===== config.mk =====
export PLATFORM = sky130hd
export DESIGN_NAME = bf16_result_packer
export DESIGN_NICKNAME = d
export VERILOG_FILES = /design/src/rtl/bf16_result_packer.sv
export SDC_FILE = /design/constraint.sdc
export NUM_CORES = 1
export LEC_CHECK = 0
export CORE_MARGIN = 5
export CORE_UTILIZATION = 52
export DETAILED_ROUTE_END_ITERATION = 6
export PLACE_DENSITY = 0.88
export SLEW_MARGIN = 20
export SYNTH_ARGS = -nofsm -noshare
export SYNTH_HDL_FRONTEND = slang
export SYNTH_SLANG_ARGS = --single-unit

===== constraint.sdc =====
create_clock -name clk -period 3.3 [get_ports clk]
set_input_delay 0.66 -clock clk [delete_from_list [all_inputs] [get_ports clk]]
set_output_delay 0.66 -clock clk [all_outputs]
set_load 0.01 [all_outputs]

===== src/rtl/bf16_result_packer.sv =====
// Rounds FP32 MAC results to bfloat16 and packs PACK lanes per output word (lane 0 at [15:0]).
// Optional macro BF16_PACK_SAT_EN: rounding overflow of a finite input saturates to max finite.
module bf16_result_packer #(
    parameter int unsigned PACK   = 2,
    parameter int unsigned CWIDTH = 32
) (
    input  logic                clk,
    input  logic                rst,
    input  logic [1:0]          rnd,
    input  logic                in_valid,
    output logic                in_ready,
    input  logic [CWIDTH-1:0]   in_data,
    input  logic                in_last,
    output logic                out_valid,
    input  logic                out_ready,
    output logic [16*PACK-1:0]  out_data,
    output logic [PACK-1:0]     out_keep,
    output logic                out_last
);
    localparam int unsigned   CW       = (PACK > 1) ? $clog2(PACK) : 1;
    localparam logic [CW-1:0] LastLane = CW'(PACK - 1);

    logic              w_sign;
    logic [7:0]        w_exp;
    logic              w_mant_nz;
    logic [15:0]       w_hi;
    logic              w_g;
    logic              w_s;
    logic              w_l;
    logic              w_inc;
    logic [15:0]       w_sum;
    logic [15:0]       w_rounded;

    logic              r_s1_valid;
    logic [15:0]       r_s1_data;
    logic              r_s1_last;
    logic [CW-1:0]     r_lane_cnt;
    logic [16*PACK-1:0] r_lane_buf;
    logic [PACK-1:0]   r_keep_buf;
    logic              r_out_valid;
    logic [16*PACK-1:0] r_out_data;
    logic [PACK-1:0]   r_out_keep;
    logic              r_out_last;

    logic              w_adv;
    logic              w_accept;
    logic              w_s2_fire;
    logic              w_complete;
    logic [16*PACK-1:0] w_word_data;
    logic [PACK-1:0]   w_word_keep;

    always_comb begin
        w_sign    = in_data[31];
        w_exp     = in_data[30:23];
        w_mant_nz = |in_data[22:0];
        w_hi      = in_data[31:16];
        w_g       = in_data[15];
        w_s       = |in_data[14:0];
        w_l       = in_data[16];
        case (rnd)
            2'b01:   w_inc = w_g;
            2'b10:   w_inc = w_g & (w_s | w_l);
            default: w_inc = 1'b0;
        endcase
        // Mantissa carry ripples into the exponent; FE/all-ones + 1 lands on Inf.
        w_sum = w_hi + {15'h0, w_inc};
        if (w_exp == 8'hFF) begin
            w_rounded = w_mant_nz ? 16'h7FC0 : w_hi;
        end else if (w_exp == 8'h00) begin
            w_rounded = {w_sign, 15'h0};
        end else begin
            w_rounded = w_sum;
`ifdef BF16_PACK_SAT_EN
            if (w_sum[14:7] == 8'hFF) begin
                w_rounded = {w_sign, 15'h7F7F};
            end
`endif
        end
    end

    assign w_adv      = ~r_out_valid | out_ready;
    assign in_ready   = ~r_s1_valid | w_adv;
    assign w_accept   = in_valid & in_ready;
    assign w_s2_fire  = r_s1_valid & w_adv;
    assign w_complete = (r_lane_cnt == LastLane) | r_s1_last;

    always_comb begin
        w_word_data = r_lane_buf;
        w_word_keep = r_keep_buf;
        for (int i = 0; i < int'(PACK); i++) begin
            if (r_lane_cnt == CW'(i)) begin
                w_word_data[16*i +: 16] = r_s1_data;
                w_word_keep[i]          = 1'b1;
            end
        end
    end

    always_ff @(posedge clk or posedge rst) begin
        if (rst) begin
            r_s1_valid <= 1'b0;
            r_s1_data  <= 16'h0;
            r_s1_last  <= 1'b0;
        end else if (w_accept) begin
            r_s1_valid <= 1'b1;
            r_s1_data  <= w_rounded;
            r_s1_last  <= in_last;
        end else if (w_adv) begin
            r_s1_valid <= 1'b0;
        end
    end

    always_ff @(posedge clk or posedge rst) begin
        if (rst) begin
            r_lane_cnt  <= '0;
            r_lane_buf  <= '0;
            r_keep_buf  <= '0;
            r_out_valid <= 1'b0;
            r_out_data  <= '0;
            r_out_keep  <= '0;
            r_out_last  <= 1'b0;
        end else begin
            // A completing word may replace the one being handed off in the same cycle.
            if (w_adv) begin
                r_out_valid <= w_s2_fire & w_complete;
            end
            if (w_s2_fire) begin
                if (w_complete) begin
                    r_out_data <= w_word_data;
                    r_out_keep <= w_word_keep;
                    r_out_last <= r_s1_last;
                    r_lane_buf <= '0;
                    r_keep_buf <= '0;
                    r_lane_cnt <= '0;
                end else begin
                    r_lane_buf <= w_word_data;
                    r_keep_buf <= w_word_keep;
                    r_lane_cnt <= r_lane_cnt + CW'(1);
                end
            end
        end
    end

    assign out_valid = r_out_valid;
    assign out_data  = r_out_data;
    assign out_keep  = r_out_keep;
    assign out_last  = r_out_last;

endmodule


==> results, run 1 <==
- The flow ran to the end, and the final reports show no timing, DRC or antenna violations.
- The combined area of all synthesized cells is 4120 µm².
- The routed length on met3 is between 500 and 600 µm.
- The overall routed net length is 9003 µm.
- The final weighted congestion in routability-driven placement is 0.8229.
- The startpoint kind of the worst setup timing path is a primary input.
- The CTS buffer count is 9.
- The number of buffers inserted for hold repair after clock tree synthesis is 0.
- The via count of the first global-routing pass is 3157.
- The number of warning messages in the yosys log is 0.
- The final setup skew is 7.872 ps.
- The type of the worst setup path is in -> out.
- The detailed router finished its first iteration with about 150 violations.
- The commonest register cell after synthesis is sky130_fd_sc_hd__dfrtp_1.
- The sequential cell area fraction in the yosys report is between 50% and 60%.
- The antenna diode count is 0.
- The highest achievable clock rate is 0.3631 GHz.
- The total count of max-transition violations in the final report was 0.
- The HPWL reported at the end of detailed placement is 6190 µm.
- Row generation in the floorplan step produced 32 rows.
- Once the clock tree was built, the resizer swapped 0 gates to a different size.
- The detailed-route via count is 2981.
- The post-synthesis cell type count is 47.
- The number of optimization iterations in the first detailed-route pass is 4.
- Across the run, the number of max-cap violations was 0.
- Setup slack on the critical path of the routed design comes to 545.9 ps.
- In this run the power density over the cells is 767.7 nW/µm².
- Of the available clock period, the critical path in the final layout requires 83.46%.
- For the worst setup path, the data required time is 2640 ps.
- From synthesis to final layout, the design area changed by 27.24%.
- Entering global routing, the biggest net connects 48 pins.
- The area occupied by multi-input gates is 1819 µm².
- The die covers 9804 µm².
- The total overflow left after global routing is 0.
- The placeable core area is 7727 µm².
- The number of synthesized flops with an enable pin is 0.
- The final instance area is 5243 µm².
- The kind of end point of the critical path is a primary output.
- The total routing usage reported by global routing is approximately 20%.
- Before CTS, the worst setup slack after placement is 356.7 ps.
- After detailed routing, the average wire length per cell comes to 16.83 µm.
- The number of nets in the layout is about 470.
- The initial antenna violation count is 0.
- After synthesis the netlist holds a flip-flop and latch count of 88.
- The longest clock path from root to sink contains 2 buffers.
- The gate count of the mapped netlist is between 300 and 400.
- Setup total negative slack on the finished layout was measured at 0 ps.
- The peak supply drop is 0.3215 mV.
- The reported leakage power is 2.355 nW.
- The highest routing layer actually used is met4.
- At the worst endpoint, the arrival time is about 2100 ps.
- The source-to-sink clock delay at the later pin of the worst-skew pair is 360 ps.
- The number of filler instances in the final layout is between 500 and 600.
- In this run the mean area of a mapped cell was ~12 µm².
- The buffer cell driving the clock tree root is sky130_fd_sc_hd__clkbuf_8.
- The final hold violation count is 0.
- For this run, design rule violations remaining after detail routing come to 0.
- The count of nets left with antenna violations once routing finished came out at 0.
- The detail-routed via count per cell is 5.572.
- Once placement finished, the instance area stood at between 4000 and 5000 µm².
- Port buffering added 75 buffers.
- Clock-pin slew was measured on the worst setup and hold paths at 80 ps.
- For this design, the sink count on the clock tree is approximately 90.
- The setup-violating endpoint count in the final report is 0.
- In this run the worst path has a maximum fanout of 4.
- The pin slew with the least headroom to its limit is 848.9 ps.
- After layout, the minimum clock period comes to 2754 ps.
- The height of the die is ~99 µm.
- The worst slew margin relative to its limit is 43.19%.
- In this run the horizontal extent of the chip is a little under 100 µm.
- Counting every net in the synthesized netlist gives 395.
- Setup repair after global routing left no endpoint under its margin.
- The tightest min-delay check is of the reg -> reg type.
- The number of levels in the clock H-tree is 3.
- For this configuration, the core starts out at a cell density of a little over half.
- The post-CTS setup buffer count is 0.
- Pin placement for this block handled between 70 and 80 I/O pins.
- The first global-routing pass estimated ~15000 µm of wire.
- Counting flops with an async set or reset pin after synthesis yields a share of 100.0%.
- In the final layout, flip-flops and latches occupy about 2200 µm².
- TritonCTS built the clock tree.
- In the final layout, the share of cells above drive strength 1 is between 10% and 20%.
- After detailed routing, the met2 layer carries 4421 µm of wire.
- After detailed routing, the wire length on met1 is 3842 µm.
==> routing by layer <==
layer	vias up	GRT usage, %
li1	1377	-
met1	1486	25.59
met2	105	32.18
met3	13	4.317
met4	0	6.618
met5	-	0
==> worst max-delay path: stages <==
cell and delay [ps]:
sky130_fd_sc_hd__clkdlybuf4s50_1 510, sky130_fd_sc_hd__and3b_1 250, sky130_fd_sc_hd__inv_2 110, sky130_fd_sc_hd__clkdlybuf4s50_1 560
==> final cells by class <==
cell class	count	share of cell area, %
Multi-Input combinational cell	242	34.70
Timing Repair Buffer	79	15.13
Clock buffer	11	2.697
Clock inverter	5	2.434
Sequential cell	88	42.00
Inverter	8	0.5967
Tap cell	102	2.434
==> through the flow <==
| stage | util (%) | hold slack, ps | std cells | total power, W |
|---|---|---|---|---|
| floorplan | - | 433.1 | 352 | 0.002429 |
| global placement | 64.36 | 444.2 | 519 | 0.003013 |
| detailed placement | 64.36 | 451.8 | 519 | 0.003068 |
| CTS | 67.84 | 471.6 | 535 | 0.004052 |
| global route | 67.84 | 489.2 | 535 | 0.004237 |
| finish | 67.84 | 468.4 | 535 | 0.004025 |
==> sequential cells by signal, indices dropped and copies added (netlist names) <==
name        cells
r_lane_buf     32
r_keep_buf      1
out_keep        2
r_s1_last       1
out_valid       1
r_s1_valid      1
r_s1_data      16
r_lane_cnt      1
out_data       32
out_last        1
==> cells in the final DEF (no fill, tap or decap), drive strengths merged, types with 2 or more instances in the layout <==
cell	n
and4	4
nand2b	2
a22o	2
ha	4
clkbuf	11
nor3	8
bufinv	4
nor2	12
nand3	19
nor4	8
inv	7
mux2	64
buf	4
a211oi	4
o31ai	5
nand2	58
xor2	2
and2	18
xnor2	7
dfrtp	88
o21ai	3
a21oi	9
nand4	4
clkdlybuf4s50	75
==> path summary, 6_finish.rpt <==
check                                           from                         end  slack [ps]  cells after the start
min reg2reg                r_lane_buf[9]$_DFFE_PP0P_   r_lane_buf[9]$_DFFE_PP0P_         470                      2
max                                        out_ready                    in_ready         550                      4
min in group asynchronous                        rst  r_lane_buf[30]$_DFFE_PP0P_         760                      2
min                        r_lane_buf[9]$_DFFE_PP0P_   r_lane_buf[9]$_DFFE_PP0P_         470                      2
max reg2reg                    r_s1_last$_DFFE_PP0P_    out_data[17]$_DFFE_PP0P_        1290                      3
max in group asynchronous                        rst   r_lane_buf[0]$_DFFE_PP0P_        1860                      3
==> where the power goes <==
part	leakage, nW	total, W	internal (W)	switching, W
Combinational	1.10	0.00145	0.000806	0.000640
Clock	0.130	0.000967	0.000600	0.000366
Sequential	1.12	0.00161	0.00140	0.000214
==> cells in the mapped netlist (all sizes together) (2+ instances only) <==
cell     n  area [µm²]
a211oi   4       47.54
a21oi    9       52.55
a22o     2       17.52
and2    18       115.1
and4     4       38.79
buf     11       65.06
clkbuf   3       11.26
dfrtp   88        2202
ha       4       50.05
inv      8       30.03
mux2    64       720.7
nand2   58       220.2
nand2b   2       12.51
nand3   19       105.1
nand4    4       40.04
nor2    12       52.55
nor3     8       65.06
nor4     8       65.06
o21ai    3       18.77
o31ai    5       37.54
xnor2    7       61.31
xor2     2       17.52
==> kinds of logic (layout without fill, tap and decap cells) <==
group	Yosys count	after routing	share of synthesized area [%]
simple gates	136	136	17.89
flops	88	88	53.45
mux	65	65	17.73
compound gates	28	28	5.224
buf+inv	22	103	2.581
xor+xnor	9	9	1.913
fa+ha+maj	4	4	1.215
(Power assumes the default switching activity.)
==> inputs of run 2 (changes only) <==
==> constraint.sdc (replaced) <==
create_clock -name clk -period 2.7 [get_ports clk]
set_input_delay 0.54 -clock clk [delete_from_list [all_inputs] [get_ports clk]]
set_output_delay 0.54 -clock clk [all_outputs]
set_load 0.01 [all_outputs]
==> run 2 against run 1 <==
Against the previous run: non-clock buffer count increased by 4; clock power is 3.0% higher; die area unchanged; clock skew grew 4.1 ps; first-iteration DRC count rose by 34%; highest routed layer unchanged.
==> results, run 2 (synthesis gave the netlist of run 1 again) <==
- Run status: finished, final reports clean (unchanged).
- The most repeated library cell on the critical path is sky130_fd_sc_hd__clkdlybuf4s50_1 (unchanged).
- The arrival time reported for the critical path endpoint is 1920 ps (was 2090 ps).
- The post-layout instance count excluding filler cells is 538 (was 535).
- The terminus of the critical flop-to-flop path was out_data[25]$_DFFE_PP0P_ (was out_data[17]$_DFFE_PP0P_).
- The core occupancy in the finished layout came to 67.96% (was 67.84%).
- The final antenna-violating net count is 0 (unchanged).
- The number of sinks driven by the clock tree came to 88 (unchanged).
- The HPWL reported at the end of detailed placement came to 6302 µm (was 6190 µm).
- The switching power came to 0.001470 W (was 0.001220 W).
- The count of unresolved DRC violations after routing was 0 (unchanged).
- The launch instance of the worst register-to-register path was r_s1_last$_DFFE_PP0P_ (unchanged).
- The largest fanout of any net on the critical path is 4 (unchanged).
- The area added between synthesis and finish is 27.45% (was 27.24%).
- For this run, the top clock speed supported by timing is between 0.4 and 0.5 GHz.
- The worst slew margin relative to its limit was 54.95% (was 43.19%).
- The pin count of the biggest net entering global routing came to 89 (was 48).
- The remaining global-route overflow is 0 (unchanged).
- The clock transition time at the flip-flop clock pins of the worst setup and hold paths was 80 ps (about the same).
- The number of cell rows is 32 (unchanged).
- The part of the total power dissipated in sequential elements is 41.1% (was 40.1%).
- The source-to-sink clock delay at the later pin of the worst-skew pair is 350 ps (was 360 ps).
- The internal portion of total power came to 0.003298 W (was 0.002805 W).
- The total routing usage reported by global routing came to 19.10% (was 19.53%).
- The final hold violation count is 0 (unchanged).
- The path class of the lowest-slack min-delay path is reg -> reg (unchanged).
- The clock share of power is 20.9% (was 24.0%).
- The number of levels in the clock H-tree came to 3 (unchanged).
- The CTS buffer count came to 9 (unchanged).
- The area taken by flip-flops and latches is 2202 µm² (unchanged).
- The path depth of the worst reg2reg path is 3 (unchanged).
- The post-route clock period utilization is about 90%.
- The number of buffers inserted for hold repair after clock tree synthesis is 0 (unchanged).
- The wire length per cell after detailed routing is 16.32 µm (was 16.83 µm).
- The die footprint was 9804 µm² (unchanged).
- The most common library cell in the layout ignoring fill and taps is sky130_fd_sc_hd__dfrtp_1 (unchanged).
- The peak supply drop was 0.3113 mV (was 0.3215 mV).
- The worst min-delay path startpoint is r_lane_buf[0]$_DFFE_PP0P_ (was r_lane_buf[9]$_DFFE_PP0P_).
- The portion of total power attributed to combinational logic is 38.0% (was 35.9%).
- The total instance count after detailed placement is 523 (was 519).
- The detail-routed via count per cell is 5.535 (was 5.572).
- List of cells traversed by the critical path: clkdlybuf4s50_1, and3b_1, inv_2, clkdlybuf4s50_1 (unchanged).
- The number of nets in the layout came to 475 (was 471).
- The post-CTS setup buffer count is 0 (unchanged).
- The setup slack on the worst flop-to-flop path is 990 ps (was 1290 ps).
- The proportion of total power due to net switching is 30.82% (was 30.31%).
- The number of stages on the worst hold path is 2 (unchanged).
- The final weighted congestion in routability-driven placement is 0.8040 (was 0.8229).
- The initial antenna violation count is 0 (unchanged).
- The final setup skew is 11.98 ps (was 7.872 ps).
- The startpoint kind of the worst setup timing path is a primary input (unchanged).
- The number of I/O port buffers is 75 (unchanged).
- The number of buffers on the longest clock path is 2 (unchanged).
- The kind of end point of the critical path is a primary output (unchanged).
- The minimum period implied by the final worst setup slack is 2461 ps.
- The setup-violating endpoint count in the final report is 0 (unchanged).
- The reported leakage power is 2.365 nW (was 2.355 nW).
- The pin slew with the least headroom to its limit is 673.3 ps (was 848.9 ps).
- The number of gates resized after cts is 0 (unchanged).
- Most frequent cells in the layout: sky130_fd_sc_hd__dfrtp_1, sky130_fd_sc_hd__clkdlybuf4s50_1, sky130_fd_sc_hd__nand2_1 (unchanged).
- The boundary pin count is 76 (unchanged).
- The area occupied by multi-input gates is 1819 µm² (unchanged).
- The detailed-route via count is 2978 (was 2981).
- The share of cells above drive strength 1 is 18.81% (was 18.24%).
- The buffer cell driving the clock tree root is sky130_fd_sc_hd__clkbuf_8 (unchanged).
- The via count of the first global-routing pass is 3097 (was 3157).
- The largest incremental delay on the critical path is 550 ps (was 560 ps).
- The highest-delay cell along the critical path was sky130_fd_sc_hd__clkdlybuf4s50_1 (unchanged).
- The starting DRC count in detailed routing is 203 (was 152).
- The required arrival time at the worst endpoint is 2160 ps (was 2640 ps).
- The number of max-cap violations is 0 (unchanged).
- RSZ-0062 raised after global routing: no (unchanged).
- The placeable core area is 7727 µm² (unchanged).
- The endpoint with the worst hold slack is r_lane_buf[0]$_DFFE_PP0P_ (was r_lane_buf[9]$_DFFE_PP0P_).
- The post-place setup slack is -101.9 ps (was 356.7 ps).
- The cell area power density is 907.9 nW/µm² (was 767.7 nW/µm²).
- The slack of the critical path is 238.8 ps (was 545.9 ps).
- The total count of max-transition violations in the final report is 0 (unchanged).
- The first-pass GRT wire length is 15120 µm (was 15370 µm).
- The type of the worst setup path is in -> out (unchanged).
- The initial core utilization is 53.32% (unchanged).
- The horizontal die dimension came to 99.02 µm (unchanged).
- The number of filler instances in the final layout is 518 (was 529).
- The overall power was 0.004767 W (was 0.004025 W).
- The overall routed net length is 8780 µm (was 9003 µm).
- The height of the die came to 99.02 µm (unchanged).
- The clock tree from TritonCTS is done (unchanged).
- The number of optimization iterations in the first detailed-route pass is 4 (unchanged).
- The antenna diode count is 0 (unchanged).
==> run 2: cell count changes in the layout (fill, tap and decap cells not counted) <==
cell and change:
sky130_fd_sc_hd__buf_12 +2, sky130_fd_sc_hd__buf_4 +2, sky130_fd_sc_hd__bufinv_16 -2, sky130_fd_sc_hd__clkbuf_8 +1
==> run 2: area by class of cell <==
cell class | instances | area share (%)
Clock inverter | 3 | 1.239
Tap cell | 102 | 2.430
Inverter | 8 | 0.6433
Sequential cell | 88 | 41.93
Timing Repair Buffer | 83 | 16.15
Multi-Input combinational cell | 242 | 34.64
Clock buffer | 12 | 2.954
==> run 2: how the worst max path moves through the flow <==
stage,from,to,depth (start not counted)
3_5_place_dp,rnd[0],r_s1_data[7]$_DFFE_PP0P_,9
6_report,out_ready,in_ready,4
2_1_floorplan,rnd[0],r_s1_data[7]$_DFFE_PP0P_,8
3_3_place_gp,rnd[0],r_s1_data[7]$_DFFE_PP0P_,9
5_1_grt,rnd[0],r_s1_data[7]$_DFFE_PP0P_,9
4_1_cts,rnd[0],r_s1_data[7]$_DFFE_PP0P_,9
==> run 2: through the flow <==
step,instance area [µm²],TNS [ps],hold slack (ps)
floorplan,4124,0,433.1
CTS,5251,0,469.5
detailed placement,5031,-515.8,451.7
finish,5251,0,467.6
global route,5251,0,499.0
global placement,5031,-11.16,443.4
==> run 2: power groups by stage <==
stage               logic, W  clock network [W]  registers, W
CTS                  0.00184            0.00101       0.00196
global route         0.00196            0.00105       0.00202
finish               0.00181           0.000996       0.00196
global placement     0.00177                  0       0.00197
floorplan           0.000929                  0       0.00204
detailed placement   0.00182                  0       0.00199
==> run 2: critical path, delay by kind of cell <==
| family | cells | cell delay [ps] |
|---|---|---|
| buffers and inverters | 3 | 1140 |
| AND/OR/NAND/NOR | 1 | 230 |
==> run 2: layer usage <==
metal	GRT usage, %	vias to the layer above	share of wire (%)
li1	-	1392	-
met1	26.06	1487	44
met2	31.10	90	49
met3	3.326	9	5.9
met4	6.197	0	1.3
met5	0	-	0
